[src/rtl/grid_led_scan_if.sv]
// Generation handoff into the LED scanner: 64-bit grid with a valid/ready handshake.
interface grid_led_scan_if;
  logic [63:0] grid_in;
  logic        grid_valid;
  logic        grid_ready;

  modport master (
    output grid_in,
    output grid_valid,
    input  grid_ready
  );

  modport slave (
    input  grid_in,
    input  grid_valid,
    output grid_ready
  );
endinterface

[src/rtl/grid_led_scan.sv]
// Double-buffered 8x8 LED row scanner. Accepts a generation, swaps it in only at a frame boundary.
// Accept-to-row-0 takes two cycles. ready drops while a generation is pending. Define ROW_BLANK_EN to add a blank cycle after each row.
module grid_led_scan #(
  parameter int DWELL          = 1000,
  parameter bit COL_ACTIVE_LOW = 1'b0
) (
  input  logic            clk,
  input  logic            reset,
  grid_led_scan_if.slave  grid_if,
  output logic [7:0]      row_sel,
  output logic [7:0]      col_data,
  output logic            frame_done
);

  localparam int             DW       = (DWELL > 1) ? $clog2(DWELL) : 1;
  localparam logic [DW-1:0]  D_LAST   = DW'(DWELL - 1);
  localparam logic [7:0]     COL_IDLE = COL_ACTIVE_LOW ? 8'hFF : 8'h00;

  typedef enum logic {
    IDLE = 1'b0,
    SCAN = 1'b1
  } state_t;

  state_t        state_q, state_d;
  logic [2:0]    r_q, r_d;
  logic [DW-1:0] d_q, d_d;
  logic [63:0]   pend_buf_q, pend_buf_d;
  logic          pend_vld_q, pend_vld_d;
  logic [63:0]   disp_buf_q, disp_buf_d;
  logic          frame_end;
  logic          advance;
  logic          row_lit;
  logic [7:0]    row_byte;

`ifdef ROW_BLANK_EN
  logic blank_q, blank_d;
`else
  logic blank_q;
  assign blank_q = 1'b0;
`endif

  always_ff @(posedge clk or negedge reset) begin
    if (!reset) begin
      state_q    <= IDLE;
      r_q        <= 3'd0;
      d_q        <= '0;
      pend_buf_q <= 64'd0;
      pend_vld_q <= 1'b0;
      disp_buf_q <= 64'd0;
`ifdef ROW_BLANK_EN
      blank_q    <= 1'b0;
`endif
    end else begin
      state_q    <= state_d;
      r_q        <= r_d;
      d_q        <= d_d;
      pend_buf_q <= pend_buf_d;
      pend_vld_q <= pend_vld_d;
      disp_buf_q <= disp_buf_d;
`ifdef ROW_BLANK_EN
      blank_q    <= blank_d;
`endif
    end
  end

  always_comb begin
    state_d    = state_q;
    r_d        = r_q;
    d_d        = d_q;
    pend_buf_d = pend_buf_q;
    pend_vld_d = pend_vld_q;
    disp_buf_d = disp_buf_q;
    frame_end  = 1'b0;
    advance    = 1'b0;
`ifdef ROW_BLANK_EN
    blank_d    = blank_q;
`endif

    // Accept needs an empty pending slot, so it never collides with a swap below.
    if (grid_if.grid_valid && !pend_vld_q) begin
      pend_buf_d = grid_if.grid_in;
      pend_vld_d = 1'b1;
    end

    case (state_q)
      IDLE: begin
        if (pend_vld_q) begin
          disp_buf_d = pend_buf_q;
          pend_vld_d = 1'b0;
          r_d        = 3'd0;
          d_d        = '0;
          state_d    = SCAN;
        end
      end
      SCAN: begin
`ifdef ROW_BLANK_EN
        if (blank_q) begin
          blank_d = 1'b0;
          advance = 1'b1;
        end else if (d_q == D_LAST) begin
          blank_d = 1'b1;
          d_d     = '0;
        end else begin
          d_d = d_q + 1'b1;
        end
`else
        if (d_q == D_LAST) begin
          advance = 1'b1;
        end else begin
          d_d = d_q + 1'b1;
        end
`endif
        if (advance) begin
          d_d = '0;
          r_d = r_q + 3'd1;
          // Swapping only as row 7 finishes keeps every frame whole.
          if (r_q == 3'd7) begin
            frame_end = 1'b1;
            if (pend_vld_q) begin
              disp_buf_d = pend_buf_q;
              pend_vld_d = 1'b0;
            end
          end
        end
      end
      default: state_d = IDLE;
    endcase
  end

  assign grid_if.grid_ready = !pend_vld_q;

  // Row r lives in bits [63-8r -: 8]; {~r,3'b111} is exactly 63-8r.
  assign row_byte   = disp_buf_q[{~r_q, 3'b111} -: 8];
  assign row_lit    = (state_q == SCAN) && !blank_q;
  assign row_sel    = row_lit ? (8'd1 << r_q) : 8'h00;
  assign col_data   = (row_lit ? row_byte : 8'h00) ^ COL_IDLE;
  assign frame_done = frame_end;

endmodule
[src/flat_wrapper.sv]
// flat-port wrapper written by rule: the top's interface ports become plain ports
module grid_led_scan_flat 
#(
  parameter int DWELL          = 1000,
  parameter bit COL_ACTIVE_LOW = 1'b0
)
  (clk, reset, row_sel, col_data, frame_done, grid_if_grid_in, grid_if_grid_valid, grid_if_grid_ready);
  grid_led_scan_if grid_if_i ();
  input  logic clk;
  input  logic reset;
  output logic [7:0] row_sel;
  output logic [7:0] col_data;
  output logic frame_done;
  input wire logic [$bits(grid_if_i.grid_in)-1:0] grid_if_grid_in;
  input wire logic [$bits(grid_if_i.grid_valid)-1:0] grid_if_grid_valid;
  output wire logic [$bits(grid_if_i.grid_ready)-1:0] grid_if_grid_ready;
  assign grid_if_i.grid_in = grid_if_grid_in;
  assign grid_if_i.grid_valid = grid_if_grid_valid;
  assign grid_if_grid_ready = grid_if_i.grid_ready;
  grid_led_scan #(.DWELL(DWELL), .COL_ACTIVE_LOW(COL_ACTIVE_LOW)) u_core (.clk(clk), .reset(reset), .grid_if(grid_if_i), .row_sel(row_sel), .col_data(col_data), .frame_done(frame_done));
endmodule
[config.mk]
export PLATFORM = sky130hd
export DESIGN_NAME = grid_led_scan_flat
export DESIGN_NICKNAME = d
export VERILOG_FILES = /design/src/rtl/grid_led_scan_if.sv /design/src/rtl/grid_led_scan.sv /design/src/flat_wrapper.sv
export SDC_FILE = /design/constraint.sdc
export NUM_CORES = 1
export LEC_CHECK = 0
export BUFFER_PORTS_ARGS = -buffer_cell sky130_fd_sc_hd__buf_2
export CAP_MARGIN = 10
export CORE_MARGIN = 2
export CORE_UTILIZATION = 25
export CTS_CLUSTER_SIZE = 20
export DETAILED_ROUTE_END_ITERATION = 12
export GPL_TIMING_DRIVEN = 1
export SKIP_LAST_GASP = 1
export SLEW_MARGIN = 10
export SYNTH_ARGS = -nofsm -noshare
export SYNTH_HDL_FRONTEND = slang
export SYNTH_SLANG_ARGS = --single-unit
[constraint.sdc]
create_clock -name clk -period 2.29 [get_ports clk]
set_clock_uncertainty 0.15 [all_clocks]
set_input_delay 0.229 -clock clk [delete_from_list [all_inputs] [get_ports clk]]
set_output_delay 0.229 -clock clk [all_outputs]
set_load 0.005 [all_outputs]
==> Word-level counts from Yosys, hierarchy flattened <==
Cells that the tools add are included.
{ "word_totals": {"out_inout_bits": 18, "ff_bits": 143, "wordCells": 48, "input_bits": 67} }
{ "op_classes": {"reduce_logical": 5, "shift": 2, "muxes": 25, "n_bitwise": 2, "add_sub_neg": 2, "eq_ne": 6} }
{ "op_table": {"columns": ["op", "n"], "rows": [
  ["64-bit two-way mux", 3],
  ["64-bit one-hot mux with 2 select lines", 1],
  ["71-bit by 7-bit variable part select with 8-bit output", 1],
  ["10-bit two-way mux", 3],
  ["10-bit one-hot mux with 2 select lines", 1],
  ["8-bit two-way mux", 2],
  ["1-bit two-way mux", 11],
  ["10-bit by 1-bit adder with 10-bit output (second input constant)", 1],
  ["10-bit equality test (second input constant)", 1],
  ["1-bit by 3-bit << shifter with 8-bit output (first input constant)", 1],
  ["3-bit two-way mux", 2],
  ["3-bit one-hot mux with 2 select lines", 1],
  ["2-bit AND reduction", 3],
  ["2-bit != test (second input constant)", 2],
  ["3-bit by 1-bit adder with 3-bit output (second input constant)", 1],
  ["3-bit equality test (second input constant)", 1],
  ["3-bit != test (second input constant)", 1],
  ["3-bit NOT", 1],
  ["2-bit by 1-bit != test with 1-bit output (second input constant)", 1],
  ["1-bit one-hot mux with 2 select lines", 1],
  ["1-bit logical AND", 1],
  ["1-bit logical NOT", 1],
  ["1-bit NOT", 1]
]} }

==> Longest topological paths before layout <==
Gate-level depths: netlist (run 1).
{ "logic_depth": {"word_depth": 7, "ltp_mapped": 7, "depth_no_buf": 5} }

==> Least setup slack after synthesis (run 1) <==
No wires, ideal clock.
{ "synth_path": {"kind": "register to register", "start": "register u_core.d_q[0]", "end": "register u_core.disp_buf_q[15]", "setup_slack_ns": -0.036, "synth_period_minus_slack_ns": 2.326, "t_arrival_ns": 2.052, "setup_time_ns": 0.125, "path_stages_with_launch": 8, "n_path_buf": 2, "cell_sequence": "dfrtp_1 -> ha_1 -> nand4b_1 -> or3_1 -> clkbuf_1 -> o22ai_4 -> buf_4 -> mux2_2"} }
{ "synth_via": {"elab_chain_cells": 5} }
{ "synth_rtl": {"columns": ["item", "line", "rtl"], "rows": [
  ["start: declaration", "grid_led_scan.sv:26", "logic [DW-1:0] d_q, d_d;"],
  ["start signal: assignment", "grid_led_scan.sv:46", "d_q <= '0;"],
  ["start signal: assignment", "grid_led_scan.sv:56", "d_q <= d_d;"],
  ["10-bit equality test", "grid_led_scan.sv:107", "if (d_q == D_LAST) begin"],
  ["1-bit two-way mux", "grid_led_scan.sv:107", null],
  ["1-bit two-way mux", "grid_led_scan.sv:85", "case (state_q)"],
  ["2-bit != test (no source line)", null, null],
  ["2-bit AND reduction (no source line)", null, null],
  ["end signal: assignment", "grid_led_scan.sv:59", "disp_buf_q <= disp_buf_d;"],
  ["end: declaration", "grid_led_scan.sv:29", "logic [63:0] disp_buf_q, disp_buf_d;"]
]} }
Every way passes these cells. The select of a mux whose other input is x is not followed.
A chain may end at the register's enable or synchronous reset.

==> Worst setup path in the final report (run 1) <==
{ "layout_path": {"start": "register u_core.r_q[0]", "end": "output col_data[2]"} }
{ "layout_via": {"elab_chain_cells": 3} }
{ "layout_rtl": {"columns": ["item", "line", "rtl"], "rows": [
  ["start: declaration", "grid_led_scan.sv:25", "logic [2:0] r_q, r_d;"],
  ["start signal: assignment", "grid_led_scan.sv:55", "r_q <= r_d;"],
  ["3-bit NOT", "grid_led_scan.sv:133", "assign row_byte = disp_buf_q[{~r_q, 3'b111} -: 8];"],
  ["71-bit by 7-bit variable part select with 8-bit output", "grid_led_scan.sv:133", null],
  ["8-bit two-way mux", "grid_led_scan.sv:136", "assign col_data = (row_lit ? row_byte : 8'h00) ^ COL_IDLE;"],
  ["end: declaration", "flat_wrapper.sv:12", "output logic [7:0] col_data;"]
]} }
Every way passes these cells.

==> results of run 1 <==
[metrics by stage]
stage | hold slack, ns | TNS (ns) | instances | worst slack (ns)
final | 0.205 | -0.00999 | 921 | -0.00999
after detailed placement | 0.0911 | 0 | 816 | 0.00633
after global routing | 0.250 | -0.404 | 921 | -0.0803
after floorplan | -0.217 | -0.179 | 414 | -0.00710
after global placement | 0.0828 | 0 | 816 | 0.0757
after CTS | 0.220 | -0.0425 | 915 | -0.0200
[sequential cells by signal (all words and copies together) (netlist names)]
| signal | cells |
|---|---|
| u_core.d_q | 10 |
| u_core.r_q | 3 |
| u_core.pend_buf_q | 64 |
| u_core.disp_buf_q | 64 |
| u_core.pend_vld_q | 1 |
| u_core.row_lit | 1 |
[area by class of cell]
class | instances | area (um^2)
fillers | 2336 | 15800
flip-flops and latches | 143 | 3580
multi-input cells | 242 | 2430
repair buffers | 174 | 1410
clock buffers | 17 | 425
well taps | 324 | 405
clock inverters | 15 | 151
inverters | 6 | 23.8
[power groups by stage]
stage / combinational, mW / clock (mW) / sequential (mW)
floorplan: 1.00 / 0 / 3.70
global placement: 1.28 / 0 / 3.90
detailed placement: 1.35 / 0 / 3.93
CTS: 1.45 / 2.75 / 3.89
global route: 1.60 / 2.86 / 3.99
finish: 1.46 / 2.69 / 3.88
[worst max path at each step]
stage / start / endpoint / slack (ns) / cells past startpoint
final: u_core.r_q[0] / col_data[2] / -0.01 / 5
after global routing: u_core.r_q[0] / col_data[4] / -0.08 / 5
after CTS: u_core.r_q[0] / col_data[2] / -0.02 / 5
after detailed placement: u_core.d_q[0] / u_core.disp_buf_q[41] / 0.006 / 6
after global placement: u_core.d_q[0] / u_core.disp_buf_q[41] / 0.08 / 6
after floorplan: u_core.d_q[0] / u_core.disp_buf_q[15] / -0.007 / 7
[metal layers]
layer / vias to the layer above / GRT usage / share of wire
li1: 1837 / - / -
met1: 2020 / 0.150 / 0.45
met2: 96 / 0.188 / 0.49
met3: 16 / 0.0217 / 0.039
met4: 0 / 0.0397 / 0.015
met5: - / 0 / 0
[repair_timing]
item                                    4_1_cts  5_1_grt
endpoints found under the setup margin       10       43
pin swaps                                     0        1
hold buffers                                 65        0
gates cloned                                  0        2
endpoints found under the hold margin       117        0
setup buffers                                 2        4
gates resized for setup                       7        6
[cells in the mapped netlist]
library cell  instances  area [um^2]
inv_1                 5         18.8
nand3b_1              1         7.51
o311ai_0              1         8.76
mux2i_1               1         10.0
mux2_1                5         56.3
nor4_1                1         6.26
nand4_1               1         6.26
buf_4                 3         22.5
nor3_1                3         15.0
buf_2                 2         10.0
a21o_1                1         7.51
o22ai_4               1         20.0
clkinv_1              1         3.75
dfrtp_1             143         3580
or3_1                 1         6.26
a31o_2                1         8.76
nor2_1                6         22.5
and2_1                3         18.8
xnor2_1               3         26.3
a22o_1                2         17.5
buf_1                 2         7.51
buf_6                 3         33.8
xor2_1                1         8.76
nand3_1               3         15.0
a21oi_1               9         45.0
nand2_1              30          113
ha_1                  7         87.6
a32o_1                1         10.0
o211ai_1              1         7.51
o41ai_1               1         8.76
nand4b_1              1         8.76
clkbuf_1             13         48.8
o22ai_1               4         25.0
nor2b_1               1         6.26
o21bai_1              1         7.51
o21ai_0               6         30.0
and3_1                4         25.0
o31ai_1               2         15.0
mux4_2               16          360
mux2_2              123         1390
[kinds of logic after synthesis]
family                   count (synthesis)  share of synthesized area
buffers and inverters                   29                     0.0237
flip-flops                             143                      0.585
adder cells (fa/ha/maj)                  7                     0.0143
multiplexers                           145                      0.296
AO/OA/AOI/OAI                           31                     0.0346
XOR/XNOR                                 4                    0.00573
AND/OR/NAND/NOR                         55                     0.0409
==> key figures, run 1 <==
Outcome
  – Status: finished with violations
  – Failing checks: setup timing

Power
  – Clock network power share: 0.335
  – Sw power: 2.18 mW
  – P per Cell Area: 954 mW/mm^2
  – Pleak: 3.67 nW
  – Seq pwr share: 0.484
  – Switching part of the total: 0.272
  – Cell Int Power: 5.85 mW
  – Worst IR drop on VDD: 0.000495 V
  – Combinational power share: 0.181
  – Total Power: 8.03 mW

Synthesis
  – Synth Instances: 414
  – Post-Syn Area per Cell: 14.8 um^2
  – Yosys cell types: 40
  – Post-Synthesis Cell Area: 0.00612 mm^2
  – Synth Register Bits: 143
  – Synth warn: 0
  – Sequential-to-total area share from yosys stat: 0.585
  – Post-synth net total: 488

Drt
  – Drt drc: 0
  – Drt wl/cell: 15.5 um
  – 1st-pass router iterations: 4
  – Via count: 3969
  – Starting DRT DRC Count: 178
  – ANT nets after route: 0
  – Final wirelength: 14200 um
  – Via-per-instance ratio: 4.31

Place
  – GPL Wtd Cong: 0.772
  – HPWL after detailed placement: 9740 um
  – Placed Area: 0.00704 mm^2
  – # port buffers: 84

Clock tree
  – Clock latency on the worst-skew pair: 0.41 ns
  – H-tree levels: 4
  – Clock sink count: 143
  – Max clock buf depth: 2
  – CTS tree: built
  – Root Buffer: clkbuf_16
  – Total CTS buffers: 17
  – Reg clk slew, reported paths: 0.06 ns

Critical path
  – CP Max Fanout: 10
  – Startpoint Class: flop
  – Crit Path Class: flop to output port
  – Worst path required time: 1.91 ns
  – Critical path data arrival time: 1.92 ns
  – WP buf/inv: 2
  – Reg-to-Reg End: u_core.disp_buf_q[57]
  – Crit. End Element: output port
  – Slowest CP cell: mux4_2
  – FF-to-FF setup slack: 0.03 ns
  – Worst-path cell chain: buf_12 -> mux4_2 -> nand2_1 -> a21oi_1 -> buf_2
  – Worst r2r path cells: 7
  – Critical Path Max Stage Delay: 0.56 ns
  – Worst r2r src: u_core.d_q[0]
  – Critical path's top delay family: multiplexers

STA
  – F_max: 435 MHz
  – Slew HR: 0.632
  – Minimum clock period: 2.30 ns
  – Setup violators final: 1
  – Max-slew violations: 0
  – Final period utilization: 1.00
  – RSZ-0062 raised after global routing: true
  – Setup ws final: -0.00999 ns
  – Worst slew pin tran: 0.552 ns
  – Fin. Hold Viols: 0

Finish
  – N_diodes: 0
  – Final nets: 658
  – Share of layout cells above drive strength 1: 0.486
  – Commonest non-fill, non-tap cell in the layout: dfrtp_1
  – Final Util: 0.348
  – Highest-count cells in the layout ignoring fill and taps: dfrtp_1 (142), mux2_2 (123), buf_2 (83)
  – Final instance area: 0.00843 mm^2
  – Area Growth Syn to Fin: 37.7%

Floorplanning
  – Core Box Area: 0.0242 mm^2
  – Die width: 160 um
  – Initial Utilization: 0.253
  – Chip height: 160 um
  – DIE AREA: 0.0257 mm^2
  – Row Count: 57
  – IO Count: 85

GRT
  – First-pass GRT wire length: 22800 um
  – Initial antenna violation count: 0
  – Total gr overflow: 0
  – Vias in the first global route: 4308
  – All-Layer GR Usage: 0.114
  – Pin count of the biggest net entering global routing: 56

Flow run
  – Max Cap Violations: 0

Worst hold path
  – Min-Delay Path Class: primary input to asynchronous set/reset pin
(Power assumes the default switching activity.)
==> run 2, diff against run 1 <==
--- a/config.mk
+++ b/config.mk
@@ -7,11 +7,14 @@
 export LEC_CHECK = 0
 export BUFFER_PORTS_ARGS = -buffer_cell sky130_fd_sc_hd__buf_2
 export CAP_MARGIN = 10
+export CELL_PAD_IN_SITES_DETAIL_PLACEMENT = 1
+export CELL_PAD_IN_SITES_GLOBAL_PLACEMENT = 1
 export CORE_MARGIN = 2
 export CORE_UTILIZATION = 25
 export CTS_CLUSTER_SIZE = 20
 export DETAILED_ROUTE_END_ITERATION = 12
 export GPL_TIMING_DRIVEN = 1
+export PLACE_DENSITY_LB_ADDON = 0.1
 export SKIP_LAST_GASP = 1
 export SLEW_MARGIN = 10
 export SYNTH_ARGS = -nofsm -noshare
==> run 2 against run 1 <==
Sequential share of layout area is 0.40 points lower. Flip-flop and latch count stayed put. Routed wire length is 7.6% higher. The flow now finishes without violations. Count of clock-buffer cells in the layout is 3 higher. Largest cell class unchanged.
==> key figures, run 2 (synthesized netlist as in run 1, its figures left out) <==
Outcome
  – Status: complete, no violations

Drt
  – 1st-pass router iterations: 4
  – Final wirelength: 15300 um
  – Drt drc: 0
  – Starting DRT DRC Count: 109
  – Drt wl/cell: 16.7 um
  – Via count: 3932
  – ANT nets after route: 0
  – Via-per-instance ratio: 4.27

Critical path
  – Crit Path Class: flop to output port
  – Worst r2r path cells: 7
  – Startpoint Class: flop
  – Crit. End Element: output port
  – Critical path data arrival time: 1.91 ns
  – FF-to-FF setup slack: 0.01 ns
  – Worst path required time: 1.91 ns
  – Worst r2r src: u_core.d_q[1]
  – CP Max Fanout: 9
  – Reg-to-Reg End: u_core.disp_buf_q[60]

Place
  – HPWL after detailed placement: 10000 um
  – # port buffers: 84
  – Post-place setup slack: -0.00876 ns
  – GPL Wtd Cong: 0.743

STA
  – Slew HR: 0.634
  – Worst slew pin tran: 0.549 ns
  – Final period utilization: 0.998
  – Fin. Hold Viols: 0
  – Max-slew violations: 0
  – Minimum clock period: 2.29 ns
  – Setup violators final: 0
  – RSZ-0062 raised after global routing: true
  – Setup ws final: 0.00464 ns
  – F_max: 438 MHz

Power
  – Total Power: 8.29 mW
  – Worst IR drop on VDD: 0.000422 V
  – Pleak: 3.71 nW
  – P per Cell Area: 975 mW/mm^2

Finish
  – FILL cells: 2547
  – Final nets: 657
  – Commonest non-fill, non-tap cell in the layout: dfrtp_1
  – N_diodes: 0
  – Register area: 0.00358 mm^2
  – Share of layout cells above drive strength 1: 0.490
  – Highest-count cells in the layout ignoring fill and taps: dfrtp_1 (142), mux2_2 (123), buf_2 (83)
  – Area of the multi-input gates: 0.00244 mm^2
  – Area Growth Syn to Fin: 39.0%
  – Top flop regs: u_core.disp_buf_q (64), u_core.pend_buf_q (64), u_core.d_q (10)

Clock tree
  – Clock sink count: 143
  – Clock latency on the worst-skew pair: 0.41 ns
  – Max clock buf depth: 2
  – H-tree levels: 4
  – Root Buffer: clkbuf_16
  – Total CTS buffers: 17
  – CTS tree: built
  – Reg clk slew, reported paths: 0.06 ns

GRT
  – Grt peak-use layer: met2
  – First-pass GRT wire length: 25100 um
  – Pin count of the biggest net entering global routing: 66
  – All-Layer GR Usage: 0.127
  – Initial antenna violation count: 0
  – Met2 GRT Util: 0.209
  – Vias in the first global route: 4445
  – Met3 usage: 0.0276
  – Total gr overflow: 0
  – Global Route met1 Usage: 0.170

Floorplanning
  – IO Count: 85
  – Core Box Area: 0.0242 mm^2
  – Row Count: 57
  – DIE AREA: 0.0257 mm^2
  – Die width: 160 um
  – Initial Utilization: 0.253
  – Chip height: 160 um

Worst hold path
  – Min-Delay Path Class: primary input to asynchronous set/reset pin

Flow run
  – Max Cap Violations: 0
## run 2: cell count changes in the layout (fill, tap and decap cells not counted), moves of 2 or more
cell / change
nand2_1: -4
nand2_2: +4
bufinv_16: +3
inv_6: -3
inv_8: -3
a21oi_1: -2
a21oi_2: +2
buf_6: -2
clkbuf_16: -2
clkbuf_8: +2
clkinv_2: -2
clkinvlp_4: +2
## run 2: stage by stage
step                utilization  instance area, um^2  setup TNS, ns  instances  hold slack [ns]
floorplan                     -                 6120         -0.179        414           -0.217
global placement          0.291                 7030              0        815           0.0887
global route              0.352                 8510          -4.42        920            0.260
finish                    0.352                 8510              0        920            0.216
detailed placement        0.291                 7030        -0.0177        815            0.102
CTS                       0.351                 8500         -0.678        919            0.223
## run 2: what timing repair did
action                                  in CTS  in global routing
pin swaps                                    4                  0
endpoints found under the hold margin      118                  0
setup buffers                                4                  2
gates resized for setup                      9                  5
hold buffers                                65                  0
gates cloned                                 3                  0
endpoints found under the setup margin      22                 68
## run 2: how the worst max path moves through the flow
stage | startpoint | to | slack (ns)
after CTS | u_core.r_q[0] | col_data[0] | -0.04
final | u_core.r_q[0] | col_data[0] | 0.005
after global placement | u_core.d_q[0] | u_core.disp_buf_q[59] | 0.06
after floorplan | u_core.d_q[0] | u_core.disp_buf_q[15] | -0.007
after global routing | u_core.d_q[0] | u_core.disp_buf_q[35] | -0.09
after detailed placement | u_core.d_q[1] | u_core.disp_buf_q[43] | -0.009
## run 2: worst max-delay path, stage by stage (launching register included)
cell     delay [ns]
dfrtp_2        0.42
buf_12         0.17
mux4_2         0.53
nand2_2        0.12
a21oi_1        0.10
buf_2          0.15
## run 2: metal layers
metal / wire length, um / vias up
li1: - / 1832
met1: 7290 / 2039
met2: 7520 / 53
met3: 375 / 8
met4: 138 / 0
met5: 0 / -
## run 2: where the power goes
| part | total, mW | switching [mW] | internal (mW) |
|---|---|---|---|
| logic | 1.41 | 0.482 | 0.928 |
| clock network | 2.98 | 1.09 | 1.89 |
| registers | 3.90 | 0.536 | 3.37 |
## run 2: final cells by class
type,count,share of cell area
flip-flops and latches,143,0.421
multi-input cells,242,0.287
repair buffers,173,0.166
clock buffers,20,0.0537
well taps,324,0.0477
clock inverters,12,0.0215
inverters,6,0.00265
==> run 3, diff against run 2 <==
--- a/config.mk
+++ b/config.mk
@@ -15,6 +15,7 @@
 export DETAILED_ROUTE_END_ITERATION = 12
 export GPL_TIMING_DRIVEN = 1
 export PLACE_DENSITY_LB_ADDON = 0.1
+export REMOVE_ABC_BUFFERS = 1
 export SKIP_LAST_GASP = 1
 export SLEW_MARGIN = 10
 export SYNTH_ARGS = -nofsm -noshare
==> run 3 against run 2 <==
Cell count rose by 1.1%. Sequential share of layout area barely moved. Die area did not move. Clock power fell by 18%. Global-route usage rose by 0.20 points. Count of clock-buffer cells in the layout rose by 3. Utilization barely moved. Flip-flop and latch count did not move.
==> key figures, run 3 (synthesized netlist as in run 1, its figures left out) <==
Power
  – Worst IR drop on VDD: 0.000307 V
  – Total Power: 7.78 mW
  – Sw power: 2.02 mW
  – Cell Int Power: 5.76 mW
  – Switching part of the total: 0.259
  – Combinational power share: 0.191
  – Pleak: 3.72 nW
  – Clock network power share: 0.314
  – P per Cell Area: 915 mW/mm^2
  – Seq pwr share: 0.495

STA
  – RSZ-0062 raised after global routing: true
  – Slew HR: 0.665
  – Final period utilization: 0.980
  – Fin. Hold Viols: 0
  – F_max: 446 MHz
  – Max-slew violations: 0
  – Minimum clock period: 2.24 ns
  – Worst slew pin tran: 0.501 ns
  – Setup violators final: 0

Critical path
  – Critical Path Start: u_core.r_q[0]
  – Critical path's top delay family: multiplexers
  – Crit. End Element: output port
  – Worst path required time: 1.91 ns
  – Critical path depth: 5
  – Critical path data arrival time: 1.86 ns
  – Slowest CP cell: mux4_2
  – FF-to-FF setup slack: 0.05 ns
  – Worst r2r src: u_core.d_q[1]
  – Critical Path Max Stage Delay: 0.51 ns
  – Startpoint Class: flop
  – Worst r2r path cells: 7
  – Crit Path Class: flop to output port
  – CP Max Fanout: 6
  – WP buf/inv: 2
  – Reg-to-Reg End: u_core.disp_buf_q[46]
  – CP Capture Point: col_data[2]
  – Worst-path cell chain: clkbuf_16 -> mux4_2 -> nand2_1 -> a21oi_1 -> buf_2

Floorplanning
  – Core Box Area: 0.0242 mm^2
  – DIE AREA: 0.0257 mm^2
  – Chip height: 160 um
  – Row Count: 57
  – Die width: 160 um
  – Initial Utilization: 0.253
  – IO Count: 85

Finish
  – Final instance area: 0.00850 mm^2
  – N_diodes: 0
  – Area Growth Syn to Fin: 39.0%
  – Highest-count cells in the layout ignoring fill and taps: dfrtp_1 (142), mux2_2 (123), buf_2 (83)
  – Register area: 0.00358 mm^2
  – FILL cells: 2561
  – Final nets: 670
  – Top flop regs: u_core.disp_buf_q (64), u_core.pend_buf_q (64), u_core.d_q (10)
  – Share of layout cells above drive strength 1: 0.512
  – Area of the multi-input gates: 0.00247 mm^2
  – Commonest non-fill, non-tap cell in the layout: dfrtp_1

Drt
  – Via-per-instance ratio: 4.36
  – ANT nets after route: 0
  – Drt drc: 0
  – Starting DRT DRC Count: 136
  – Final wirelength: 15800 um
  – 1st-pass router iterations: 4
  – Drt wl/cell: 17.0 um
  – Via count: 4054

Clock tree
  – Clock sink count: 143
  – Root Buffer: clkbuf_16
  – Clock latency on the worst-skew pair: 0.41 ns
  – H-tree levels: 4
  – Max clock buf depth: 2
  – Total CTS buffers: 17
  – Reg clk slew, reported paths: 0.06 ns
  – CTS tree: built

Outcome
  – Status: complete, no violations

Place
  – Placed Area: 0.00708 mm^2
  – HPWL after detailed placement: 10200 um
  – # port buffers: 84
  – GPL Wtd Cong: 0.711

GRT
  – Met3 usage: 0.0297
  – Total gr overflow: 0
  – Global Route met1 Usage: 0.164
  – Vias in the first global route: 4538
  – First-pass GRT wire length: 25600 um
  – Initial antenna violation count: 0
  – Met2 GRT Util: 0.224
  – Pin count of the biggest net entering global routing: 44
  – Grt peak-use layer: met2
  – All-Layer GR Usage: 0.129

Flow run
  – Max Cap Violations: 0

Worst hold path
  – Min-Delay Path Class: primary input to asynchronous set/reset pin
[run 3: worst min path at each step]
stage	from	to	slack, ns	depth (start not counted)
after floorplan	reset	u_core.d_q[0]	-0.22	0
after global placement	reset	u_core.pend_buf_q[29]	0.05	1
after detailed placement	reset	u_core.pend_buf_q[5]	0.05	1
after CTS	reset	u_core.pend_buf_q[29]	0.19	2
after global routing	reset	u_core.pend_buf_q[29]	0.20	2
final	reset	u_core.pend_buf_q[5]	0.18	2
[run 3: area by class of cell]
cell class | count | share of cell area
Clock buffer | 23 | 0.0550
Sequential cell | 143 | 0.421
Inverter | 6 | 0.00309
Tap cell | 324 | 0.0477
Timing Repair Buffer | 186 | 0.178
Clock inverter | 6 | 0.00456
Multi-Input combinational cell | 242 | 0.291
[run 3: timing repair]
| item | CTS | global route |
|---|---|---|
| resized for setup | 6 | 26 |
| endpoints found under the setup margin | 70 | 73 |
| pin swaps | 0 | 13 |
| gates cloned | 1 | 3 |
| buffers inserted | 2 | 6 |
| hold buffers | 65 | 0 |
| hold endpoints to repair | 104 | 0 |
[run 3: power by group through the flow]
stage	combinational, mW	clock (mW)	sequential [mW]
CTS	1.47	2.54	3.88
global placement	1.33	0	3.90
detailed placement	1.38	0	3.92
finish	1.48	2.44	3.86
global route	1.65	2.66	3.99
floorplan	1.01	0	3.69
[run 3: worst reg2reg max path, stage by stage, from the launching register on]
cell and delay, ns:
dfrtp_1 0.36, ha_2 0.19, nand4b_1 0.13, or3_4 0.41, o22ai_4 0.20, buf_6 0.16, clkbuf_16 0.18, mux2_2 0.35
[run 3: through the flow]
| stage | hold WS, ns | setup TNS, ns | util | cells | setup WS, ns |
|---|---|---|---|---|---|
| floorplan | -0.217 | -174.08 | - | 391 | -1.75 |
| global placement | 0.0478 | 0 | 0.293 | 824 | 0.0884 |
| detailed placement | 0.0528 | -0.00183 | 0.293 | 824 | -0.00183 |
| CTS | 0.190 | -0.892 | 0.343 | 921 | -0.0315 |
| global route | 0.200 | -0.551 | 0.352 | 930 | -0.0376 |
| finish | 0.178 | 0 | 0.352 | 930 | 0.0467 |
[run 3: per-layer routing]
| metal | wire (um) | vias to the layer above |
|---|---|---|
| met5 | 0 | - |
| met4 | 150 | 0 |
| met3 | 378 | 7 |
| met2 | 8100 | 52 |
| met1 | 7190 | 2135 |
| li1 | - | 1860 |
